## src/rtl/tx_scheduler.sv

```systemverilog
// tx_scheduler: arbitrates power-on replies and keyboard/mouse events onto the
// single serial Sender. Events are framed at push time and buffered in a small
// FIFO. A one-deep output register presents frames on a valid/ready handshake.
// Each frame ends in acceptance or timeout, and a fixed idle gap follows it.
module tx_scheduler #(
   parameter int unsigned DEPTH    = 4,
   parameter int unsigned GAP      = 4,
   parameter int unsigned TIMEOUT  = 65535,
   parameter logic [39:0] PWR_WORD = 40'hC0_0000_0000,
   parameter logic [7:0]  KB_HDR   = 8'h00,
   parameter logic [7:0]  MS_HDR   = 8'h01
) (
   input  logic                   mon_clk,
   input  logic                   rst_n,
   input  logic                   pwr_on_req,
   input  logic                   kb_valid,
   input  logic                   kb_is_mouse,
   input  logic [15:0]            kb_data,
   input  logic                   tx_ready,
   output logic                   tx_valid,
   output logic [39:0]            tx_data,
   output logic [$clog2(DEPTH):0] fifo_level,
   output logic                   overflow,
   output logic                   drop
);

   localparam int unsigned   AW       = $clog2(DEPTH);
   localparam int unsigned   LW       = AW + 1;
   localparam logic [AW-1:0] PTR_ONE  = AW'(1);
   localparam logic [LW-1:0] LVL_ONE  = LW'(1);
   localparam logic [LW-1:0] LVL_FULL = LW'(DEPTH);
   localparam logic [15:0]   TMO_LAST = 16'(TIMEOUT - 1);
   localparam logic [15:0]   GAP_LAST = 16'(GAP - 1);
   localparam bit            HAS_GAP  = (GAP != 0);

   typedef enum logic [1:0] {
      ST_IDLE,
      ST_PRESENT,
      ST_GAP
   } state_t;

   // Scheduler state and registered outputs
   state_t        state_q;
   logic [15:0]   timer_q;
   logic          tx_valid_q;
   logic [39:0]   tx_data_q;
   logic          overflow_q;
   logic          drop_q;
   logic          pwr_pend_q;

   // FIFO storage and bookkeeping
   logic [39:0]   mem_q [DEPTH];
   logic [AW-1:0] wr_ptr_q, wr_ptr_d;
   logic [AW-1:0] rd_ptr_q, rd_ptr_d;
   logic [LW-1:0] level_q, level_d;

   // Per-cycle decisions
   logic [39:0]   push_frame;
   logic [39:0]   head_frame;
   logic          fifo_empty;
   logic          fifo_full;
   logic          pend_any;
   logic          gap_done;
   logic          dispatch;
   logic          take_pwr;
   logic          take_kb;
   logic          bypass;
   logic          do_pop;
   logic          do_push;
   logic          overflow_d;

   // Decide what to load, push and pop this cycle.
   always_comb begin
      push_frame = {(kb_is_mouse ? MS_HDR : KB_HDR), 16'h0000, kb_data};
      fifo_empty = (level_q == '0);
      fifo_full  = (level_q == LVL_FULL);
      // An empty FIFO forwards a same-cycle event straight to the output register.
      // This forwarding gives the one-cycle minimum latency.
      head_frame = fifo_empty ? push_frame : mem_q[rd_ptr_q];
      // A request arriving this cycle counts as pending, so it can be served at once.
      pend_any   = pwr_pend_q | pwr_on_req;
      // The last gap cycle also makes the IDLE decision.
      // This keeps tx_valid low for exactly GAP cycles when work is waiting.
      gap_done   = (state_q == ST_GAP) && (timer_q == GAP_LAST);
      dispatch   = (state_q == ST_IDLE) || gap_done;
      take_pwr   = dispatch && pend_any;
      take_kb    = dispatch && !pend_any && (!fifo_empty || kb_valid);
      bypass     = take_kb && fifo_empty;
      do_pop     = take_kb && !fifo_empty;
      do_push    = kb_valid && !bypass && (!fifo_full || do_pop);
      overflow_d = kb_valid && !bypass && fifo_full && !do_pop;

      wr_ptr_d = wr_ptr_q;
      rd_ptr_d = rd_ptr_q;
      level_d  = level_q;
      if (do_push) begin
         wr_ptr_d = wr_ptr_q + PTR_ONE;
      end
      if (do_pop) begin
         rd_ptr_d = rd_ptr_q + PTR_ONE;
      end
      if (do_push && !do_pop) begin
         level_d = level_q + LVL_ONE;
      end else if (do_pop && !do_push) begin
         level_d = level_q - LVL_ONE;
      end
   end

   // FIFO storage: write-only array; the head is read into the output register.
   always_ff @(posedge mon_clk) begin
      if (do_push) begin
         mem_q[wr_ptr_q] <= push_frame;
      end
   end

   // FIFO pointers and occupancy; reset empties the buffer.
   always_ff @(posedge mon_clk or negedge rst_n) begin
      if (!rst_n) begin
         wr_ptr_q <= '0;
         rd_ptr_q <= '0;
         level_q  <= '0;
      end else begin
         wr_ptr_q <= wr_ptr_d;
         rd_ptr_q <= rd_ptr_d;
         level_q  <= level_d;
      end
   end

   // Scheduler FSM: load, present with timeout, then idle gap.
   always_ff @(posedge mon_clk or negedge rst_n) begin
      if (!rst_n) begin
         state_q    <= ST_IDLE;
         timer_q    <= '0;
         tx_valid_q <= 1'b0;
         tx_data_q  <= '0;
         overflow_q <= 1'b0;
         drop_q     <= 1'b0;
         pwr_pend_q <= 1'b0;
      end else begin
         drop_q     <= 1'b0;
         overflow_q <= overflow_d;
         pwr_pend_q <= pend_any & ~take_pwr;
         if (dispatch) begin
            if (take_pwr) begin
               tx_data_q  <= PWR_WORD;
               tx_valid_q <= 1'b1;
               timer_q    <= '0;
               state_q    <= ST_PRESENT;
            end else if (take_kb) begin
               tx_data_q  <= head_frame;
               tx_valid_q <= 1'b1;
               timer_q    <= '0;
               state_q    <= ST_PRESENT;
            end else begin
               tx_valid_q <= 1'b0;
               timer_q    <= '0;
               state_q    <= ST_IDLE;
            end
         end else begin
            case (state_q)
               ST_PRESENT: begin
                  if (tx_ready) begin
                     tx_valid_q <= 1'b0;
                     timer_q    <= '0;
                     state_q    <= HAS_GAP ? ST_GAP : ST_IDLE;
                  end else if (timer_q == TMO_LAST) begin
                     tx_valid_q <= 1'b0;
                     drop_q     <= 1'b1;
                     timer_q    <= '0;
                     state_q    <= HAS_GAP ? ST_GAP : ST_IDLE;
                  end else begin
                     timer_q <= timer_q + 16'd1;
                  end
               end
               ST_GAP: begin
                  timer_q <= timer_q + 16'd1;
               end
               default: begin
                  tx_valid_q <= 1'b0;
                  state_q    <= ST_IDLE;
               end
            endcase
         end
      end
   end

   assign tx_valid   = tx_valid_q;
   assign tx_data    = tx_data_q;
   assign fifo_level = level_q;
   assign overflow   = overflow_q;
   assign drop       = drop_q;

endmodule

```

## config.mk

```make
export PLATFORM = sky130hd
export DESIGN_NAME = tx_scheduler
export DESIGN_NICKNAME = d
export VERILOG_FILES = /design/src/rtl/tx_scheduler.sv
export SDC_FILE = /design/constraint.sdc
export NUM_CORES = 1
export LEC_CHECK = 0
export CAP_MARGIN = 20
export CORE_ASPECT_RATIO = 1.75
export CORE_MARGIN = 5
export CORE_UTILIZATION = 35
export CTS_CLUSTER_SIZE = 30
export DETAILED_ROUTE_END_ITERATION = 10
export GPL_ROUTABILITY_DRIVEN = 0
export PLACE_DENSITY = 0.65
export SLEW_MARGIN = 20
export SYNTH_ARGS = -nofsm -noshare
export SYNTH_HDL_FRONTEND = slang
export SYNTH_SLANG_ARGS = --single-unit
export TNS_END_PERCENT = 30
```

## constraint.sdc

```tcl
create_clock -name mon_clk -period 2.5 [get_ports mon_clk]
set_input_delay 0.5 -clock mon_clk [delete_from_list [all_inputs] [get_ports mon_clk]]
set_output_delay 0.5 -clock mon_clk [all_outputs]
set_load 0.01 [all_outputs]
```

* Word-level counts from Yosys, hierarchy flattened
Memory sizes are Yosys's and may differ from the RTL's.
Cells that the tools add are included.
Widths: inputs -> output; s select.
** Word-level totals
- Register bits after elaboration :: 69
- RAM bits :: 68
- Bits of input ports :: 22
- Output and inout bits :: 46
- Logic and storage cells :: 82
- Memories kept :: 1
** Operators by class
- Add/sub/neg operators :: 5
- Equal/unequal tests :: 7
- Multiplexer cells :: 28
- Bitwise gates (word level) :: 3
- Reduce and logical (&&, ||, !) cells :: 28
** Memory list
- mem_q :: depth 4, width 17, read ports 1, clocked after memory_dff 0, wr ports 1, RTL line 52 : logic [39:0] mem_q [DEPTH];
** Operator list (count)
- $mux 40 :: 3
- $mux 16 :: 3
- $pmux 16 s2 :: 1
- $add 16x1->16 const B :: 1
- $eq 16x16->1 const B :: 1
- $eq 16x2->1 const B :: 1
- $mux 1 :: 14
- $logic_and 1x1->1 :: 12
- $logic_not 1->1 :: 6
- $mux 2 :: 3
- $mux 3 :: 2
- $add 2x1->2 const B :: 2
- $ne 4x4->1 const B :: 1
- $pmux 2 s2 :: 1
- $reduce_and 2->1 :: 2
- $reduce_bool 2->1 :: 2
- $add 3x1->3 const B :: 1
- $eq 3x3->1 const B :: 1
- $logic_not 3->1 :: 1
- $logic_or 1x1->1 :: 3
- $reduce_bool 3->1 :: 1
- $sub 3x1->3 const B :: 1
- $eq 2x1->1 const B :: 1
- $eq 2x2->1 const B :: 1
- 6 further kinds :: 6

* Longest topological paths before layout
- Depth after elaboration :: 13
- Depth in mapped cells :: 11

* Worst setup path before layout
Ideal clock, no wire load.
- Path type :: register -> register
- Start point :: register timer_q[1]
- End point :: register level_q[2], in the netlist fifo_level[2]
- Library setup time :: 0.079 ns
- Arrival :: 2.531 ns
- Data required time :: 2.421 ns
- Slack :: -0.110 ns
- Cell stages (with the launch flop) :: 12
- Buffers on the path :: 0
- Cell sequence :: dfrtp_1 -> ha_1 -> nor4b_2 -> nand4_2 -> nand2b_1 -> a211oi_2 -> ha_1 -> inv_1 -> fa_1 -> xor2_1 -> nor2_1 -> xor2_1
** On the way
- Longest elaborated chain between the ends :: 12
- Elaborated cells between the ends (all ways) :: 17
- Those cells by class :: 1 x eq/ne; 1 x mux; 15 x reduce/logical
** RTL lines
- start: declaration :: RTL line 44 : logic [15:0] timer_q;
- start signal: assignment :: RTL line 172 : timer_q <= timer_q + 16'd1;
- start signal: assignment :: RTL line 176 : timer_q <= timer_q + 16'd1;
- $eq 16x2->1 * :: RTL line 84 : gap_done = (state_q == ST_GAP) && (timer_q == GAP_LAST);
- $logic_and 1x1->1 * :: RTL line 84
- $logic_or 1x1->1 * :: RTL line 85 : dispatch = (state_q == ST_IDLE) || gap_done;
- $logic_and 1x1->1 * (2 in a row) :: RTL line 87 : take_kb = dispatch && !pend_any && (!fifo_empty || kb_valid);
- $logic_and 1x1->1 :: RTL line 88 : bypass = take_kb && fifo_empty;
- $logic_not 1->1 :: RTL line 90 : do_push = kb_valid && !bypass && (!fifo_full || do_pop);
- $logic_and 1x1->1 :: RTL line 90
- $logic_and 1x1->1 * :: RTL line 90
- net do_push :: RTL line 69 : logic do_push;
- $logic_not 1->1 :: RTL line 104 : end else if (do_pop && !do_push) begin
- $logic_and 1x1->1 :: RTL line 104
- $reduce_bool 2->1 (no source line)
- end signal: assignment :: RTL line 125 : level_q <= level_d;
- end: declaration :: RTL line 55 : logic [LW-1:0] level_q, level_d;
Mark *: on every way through the listed nets, which the timed path passes. The rest lies on a longest branch.
A chain may end at the register's enable or synchronous reset.

* Worst setup path in the final report
- Start point :: register timer_q[14]
- End point :: register level_q[2], in the netlist fifo_level[2]
Same word-level chain as after synthesis.

==> impl_metrics.prom <==
# TYPE chip_impl_metric gauge
chip_impl_info{name="outcome",value="complete, but fails checks"} 1
chip_impl_info{name="violations",value="negative setup slack"} 1
chip_impl_metric{name="max_transition_margin",unit="%"} 57.4
chip_impl_metric{name="hold_violations",unit=""} 0
chip_impl_metric{name="netlist_area",unit="µm²"} 5130
chip_impl_metric{name="synth_seq_area_share",unit="%"} 62.2
chip_impl_metric{name="h-tree-depth",unit=""} 4
chip_impl_metric{name="vias_per_cell",unit=""} 4.93
chip_impl_metric{name="crit_arrival",unit="ns"} 2.87
chip_impl_metric{name="postSynthAreaPerCell",unit="µm²"} 15.1
chip_impl_metric{name="io_buffer_count",unit=""} 46
chip_impl_info{name="startpoint_to_endpoint_class_of_the_critical_path",value="reg -> reg"} 1
chip_impl_metric{name="largest_incremental_delay_on_the_critical_path",unit="ns"} 0.41
chip_impl_metric{name="min_period_over_period",unit="%"} 102
chip_impl_metric{name="core_region_area",unit="µm²"} 14400
chip_impl_metric{name="layout-area-overhead-vs-synth",unit="%"} 31.7
chip_impl_metric{name="whs",unit="ns"} 0.0749
chip_impl_metric{name="synth.lib_cells_used.distinct",unit=""} 54
chip_impl_metric{name="pin_count",unit=""} 68
chip_impl_info{name="hold_path.class",value="in -> async"} 1
chip_impl_metric{name="pre_repair_dr_iteration_count",unit=""} 5
chip_impl_info{name="worstSetupStartpointType",value="flip-flop"} 1
chip_impl_metric{name="tightestPinTransition",unit="ns"} 0.638
chip_impl_metric{name="initialDrtViolationCount",unit=""} 135
chip_impl_metric{name="vdd_ir_drop_max",unit="µV"} 507
chip_impl_metric{name="grt_max_degree",unit=""} 47
chip_impl_metric{name="die_height",unit="µm"} 170
chip_impl_metric{name="globalRoute.totalOverflow",unit=""} 0
chip_impl_info{name="critical_path.endpoint_type",value="flip-flop"} 1
chip_impl_metric{name="dp_hpwl",unit="µm"} 7430
chip_impl_info{name="path_cells",value="nor3_1 -> nand4_4 -> nand2b_4 -> a211oi_4 -> ha_2 -> inv_2 -> fa_2 -> xor2_1 -> nor2_1 -> xor2_1"} 1
chip_impl_metric{name="antenna-diode-count",unit=""} 0
chip_impl_metric{name="track_usage",unit="%"} 13.8
chip_impl_metric{name="layout_setup_ws",unit="ns"} -0.0460
chip_impl_metric{name="synth_enable_flop_cells",unit=""} 68
chip_impl_metric{name="drt-wirelength-per-cell",unit="µm"} 17.8
chip_impl_metric{name="synth_cells",unit=""} 341
chip_impl_metric{name="postSynthRegisterBits",unit=""} 114
chip_impl_metric{name="total_power",unit="mW"} 5.63
chip_impl_metric{name="place_inst",unit=""} 593
chip_impl_metric{name="final_antenna_net_count",unit=""} 0
chip_impl_metric{name="timing.fmax",unit="MHz"} 393
chip_impl_metric{name="wirelength",unit="µm"} 11200
chip_impl_info{name="layout_commonest_cell",value="sky130_fd_sc_hd__edfxtp_1"} 1
chip_impl_metric{name="final_layout_size_suffix_gt1_share",unit="%"} 29.2
chip_impl_metric{name="timing.reg2reg.setup_slack",unit="ns"} -0.05
chip_impl_metric{name="power_per_cell_area",unit="nW/µm²"} 833
chip_impl_metric{name="synth_warnings",unit=""} 0
chip_impl_info{name="rsz0062_at_grt",value="true"} 1
chip_impl_metric{name="cts_max_path_buffers",unit=""} 2
chip_impl_metric{name="cts_buffers",unit=""} 17
chip_impl_info{name="clk_root_buffer_cell",value="sky130_fd_sc_hd__clkbuf_16"} 1
chip_impl_metric{name="grt_pass1_vias",unit=""} 3430
chip_impl_metric{name="fp-row-count",unit=""} 58
chip_impl_info{name="yosys_most_used_dff",value="sky130_fd_sc_hd__edfxtp_1"} 1
chip_impl_metric{name="fp.dieArea",unit="µm²"} 17300
chip_impl_info{name="cts_tree",value="built"} 1
chip_impl_metric{name="drcViolationCount",unit=""} 0
chip_impl_metric{name="synth_async_sr_flop_share",unit="%"} 40.4
chip_impl_metric{name="min_period",unit="ns"} 2.55
chip_impl_info{name="mostFrequentLayoutCells",value="sky130_fd_sc_hd__edfxtp_1, sky130_fd_sc_hd__dfrtp_1, sky130_fd_sc_hd__clkdlybuf4s50_1"} 1
chip_impl_info{name="cpMostUsedCell",value="sky130_fd_sc_hd__xor2_1"} 1
chip_impl_metric{name="chipWidth",unit="µm"} 102
chip_impl_metric{name="cap_viol_max_count",unit=""} 0
chip_impl_metric{name="setup_viols_final",unit=""} 1
chip_impl_metric{name="first_pass_grt_wire_length",unit="µm"} 18000
chip_impl_metric{name="stdcell_count",unit=""} 629
chip_impl_metric{name="dr_total_vias",unit=""} 3102
chip_impl_metric{name="crit_required",unit="ns"} 2.83
chip_impl_metric{name="clkSinkCount",unit=""} 114
chip_impl_metric{name="final_net_count",unit=""} 466
chip_impl_metric{name="slew_violations",unit=""} 0
chip_impl_metric{name="insertion_delay",unit="ns"} 0.41
chip_impl_metric{name="grt_antenna_before_repair",unit=""} 0
chip_impl_metric{name="cts.clk_slew.worst_paths",unit="ns"} 0.06
chip_impl_metric{name="p_leak",unit="nW"} 2.55
chip_impl_metric{name="worst_clock_skew",unit="ns"} 0.00734
chip_impl_metric{name="initial_core_utilization",unit="%"} 35.7
chip_impl_metric{name="crit_fanout",unit=""} 4
chip_impl_info{name="cpMaxStageDelayCell",value="sky130_fd_sc_hd__dfrtp_1"} 1
-- logic make-up after synthesis --
family	Yosys count	share of synthesized area, %
xor gates and xnor gates	17	2.90
AOI/OAI and AO/OA	43	6.63
buffers and inverters	42	5.31
DFF	114	62.2
other	1	0.0730
and+or+nand+nor	81	8.80
muxes	35	12.0
adders and majority gates	8	2.10
-- cells in the mapped netlist, drive strengths merged, types with 2 or more instances --
master	number	area, µm²
nor4	2	25.0
xor2	11	96.3
nand3	9	45.0
a32oi	2	25.0
nor2	20	75.1
inv	6	22.5
and4	2	18.8
a21oi	4	31.3
and3	3	18.8
or2	2	12.5
nor4b	2	23.8
o21a	2	15.0
nor3	5	30.0
ha	7	87.6
mux4	17	383
nand2b	3	18.8
mux2	18	233
clkbuf	6	22.5
buf	30	228
a22o	17	149
xnor2	6	52.6
dfrtp	46	1150
nand4	7	50.1
o21ai	9	45.0
edfxtp	68	2040
or3	3	18.8
and2	6	37.5
nand2	14	52.6
-- layout make-up --
type,count,area [µm²]
sequential,114,3190
tap,180,225
clock buffer,18,429
timing repair buffer,92,916
inverter,6,22.5
fill,1262,7610
multi-input combinational,205,1820
clock inverter,14,154
-- per-stage QoR --
stage / setup TNS (ns) / worst slack [ns] / area (µm²) / util (%)
final: -0.0460 / -0.0460 / 6760 / 47.0
after global routing: -0.235 / -0.168 / 6760 / 47.0
after CTS: -0.0881 / -0.0521 / 6730 / 46.8
after detailed placement: -18.32 / -0.551 / 6100 / 42.4
after global placement: -13.12 / -0.470 / 6100 / 42.4
after floorplan: -0.0890 / -0.0514 / 5240 / -
-- sequential cells by signal, summed over array words and instances (netlist names) --
signal,count
tx_data,18
mem_q,68
overflow,1
wr_ptr_q,2
state_q,2
timer_q,16
fifo_level,3
drop,1
rd_ptr_q,2
pwr_pend_q,1
-- power breakdown --
group	internal, mW	leakage (nW)	switching, mW	total (mW)
Combinational	0.425	1.09	0.464	0.889
Sequential	2.30	1.17	0.0721	2.37
Clock	1.48	0.278	0.898	2.38
-- layer usage --
metal,up-vias,global-route usage (%),share of wire (%)
li1,1433,-,-
met1,1567,14.5,37
met2,83,25.4,56
met3,19,3.53,4.3
met4,0,6.37,2.5
met5,-,0,0
-- repair_timing --
item / 4_1_cts / 5_1_grt
setup buffers: 3 / 1
hold buffers: 0 / 0
resized for setup: 6 / 3
gates cloned: 0 / 0
pin swaps: 6 / 6
setup endpoints to repair: 2 / 2
-- critical path, delay by kind of cell (launching register included) --
family | cells | cell delay, ns
flops | 1 | 0.41
xor+xnor | 2 | 0.33
compound gates | 1 | 0.21
fa+ha+maj | 2 | 0.55
simple gates | 4 | 0.93
buf+inv | 1 | 0.04
-- worst paths after layout --
kind	startpoint	to	cells after the start
worst min-delay path	rst_n	fifo_level[2]	2
max in group asynchronous	rst_n	tx_data[12]	2
min in group mon_clk	tx_data[1]	tx_data[1]	1
worst min register to register	tx_data[1]	tx_data[1]	1
worst max-delay path	timer_q[14]	fifo_level[2]	10
worst max register to register	timer_q[14]	fifo_level[2]	10
Note: power is estimated with default switching activity, not from simulation.
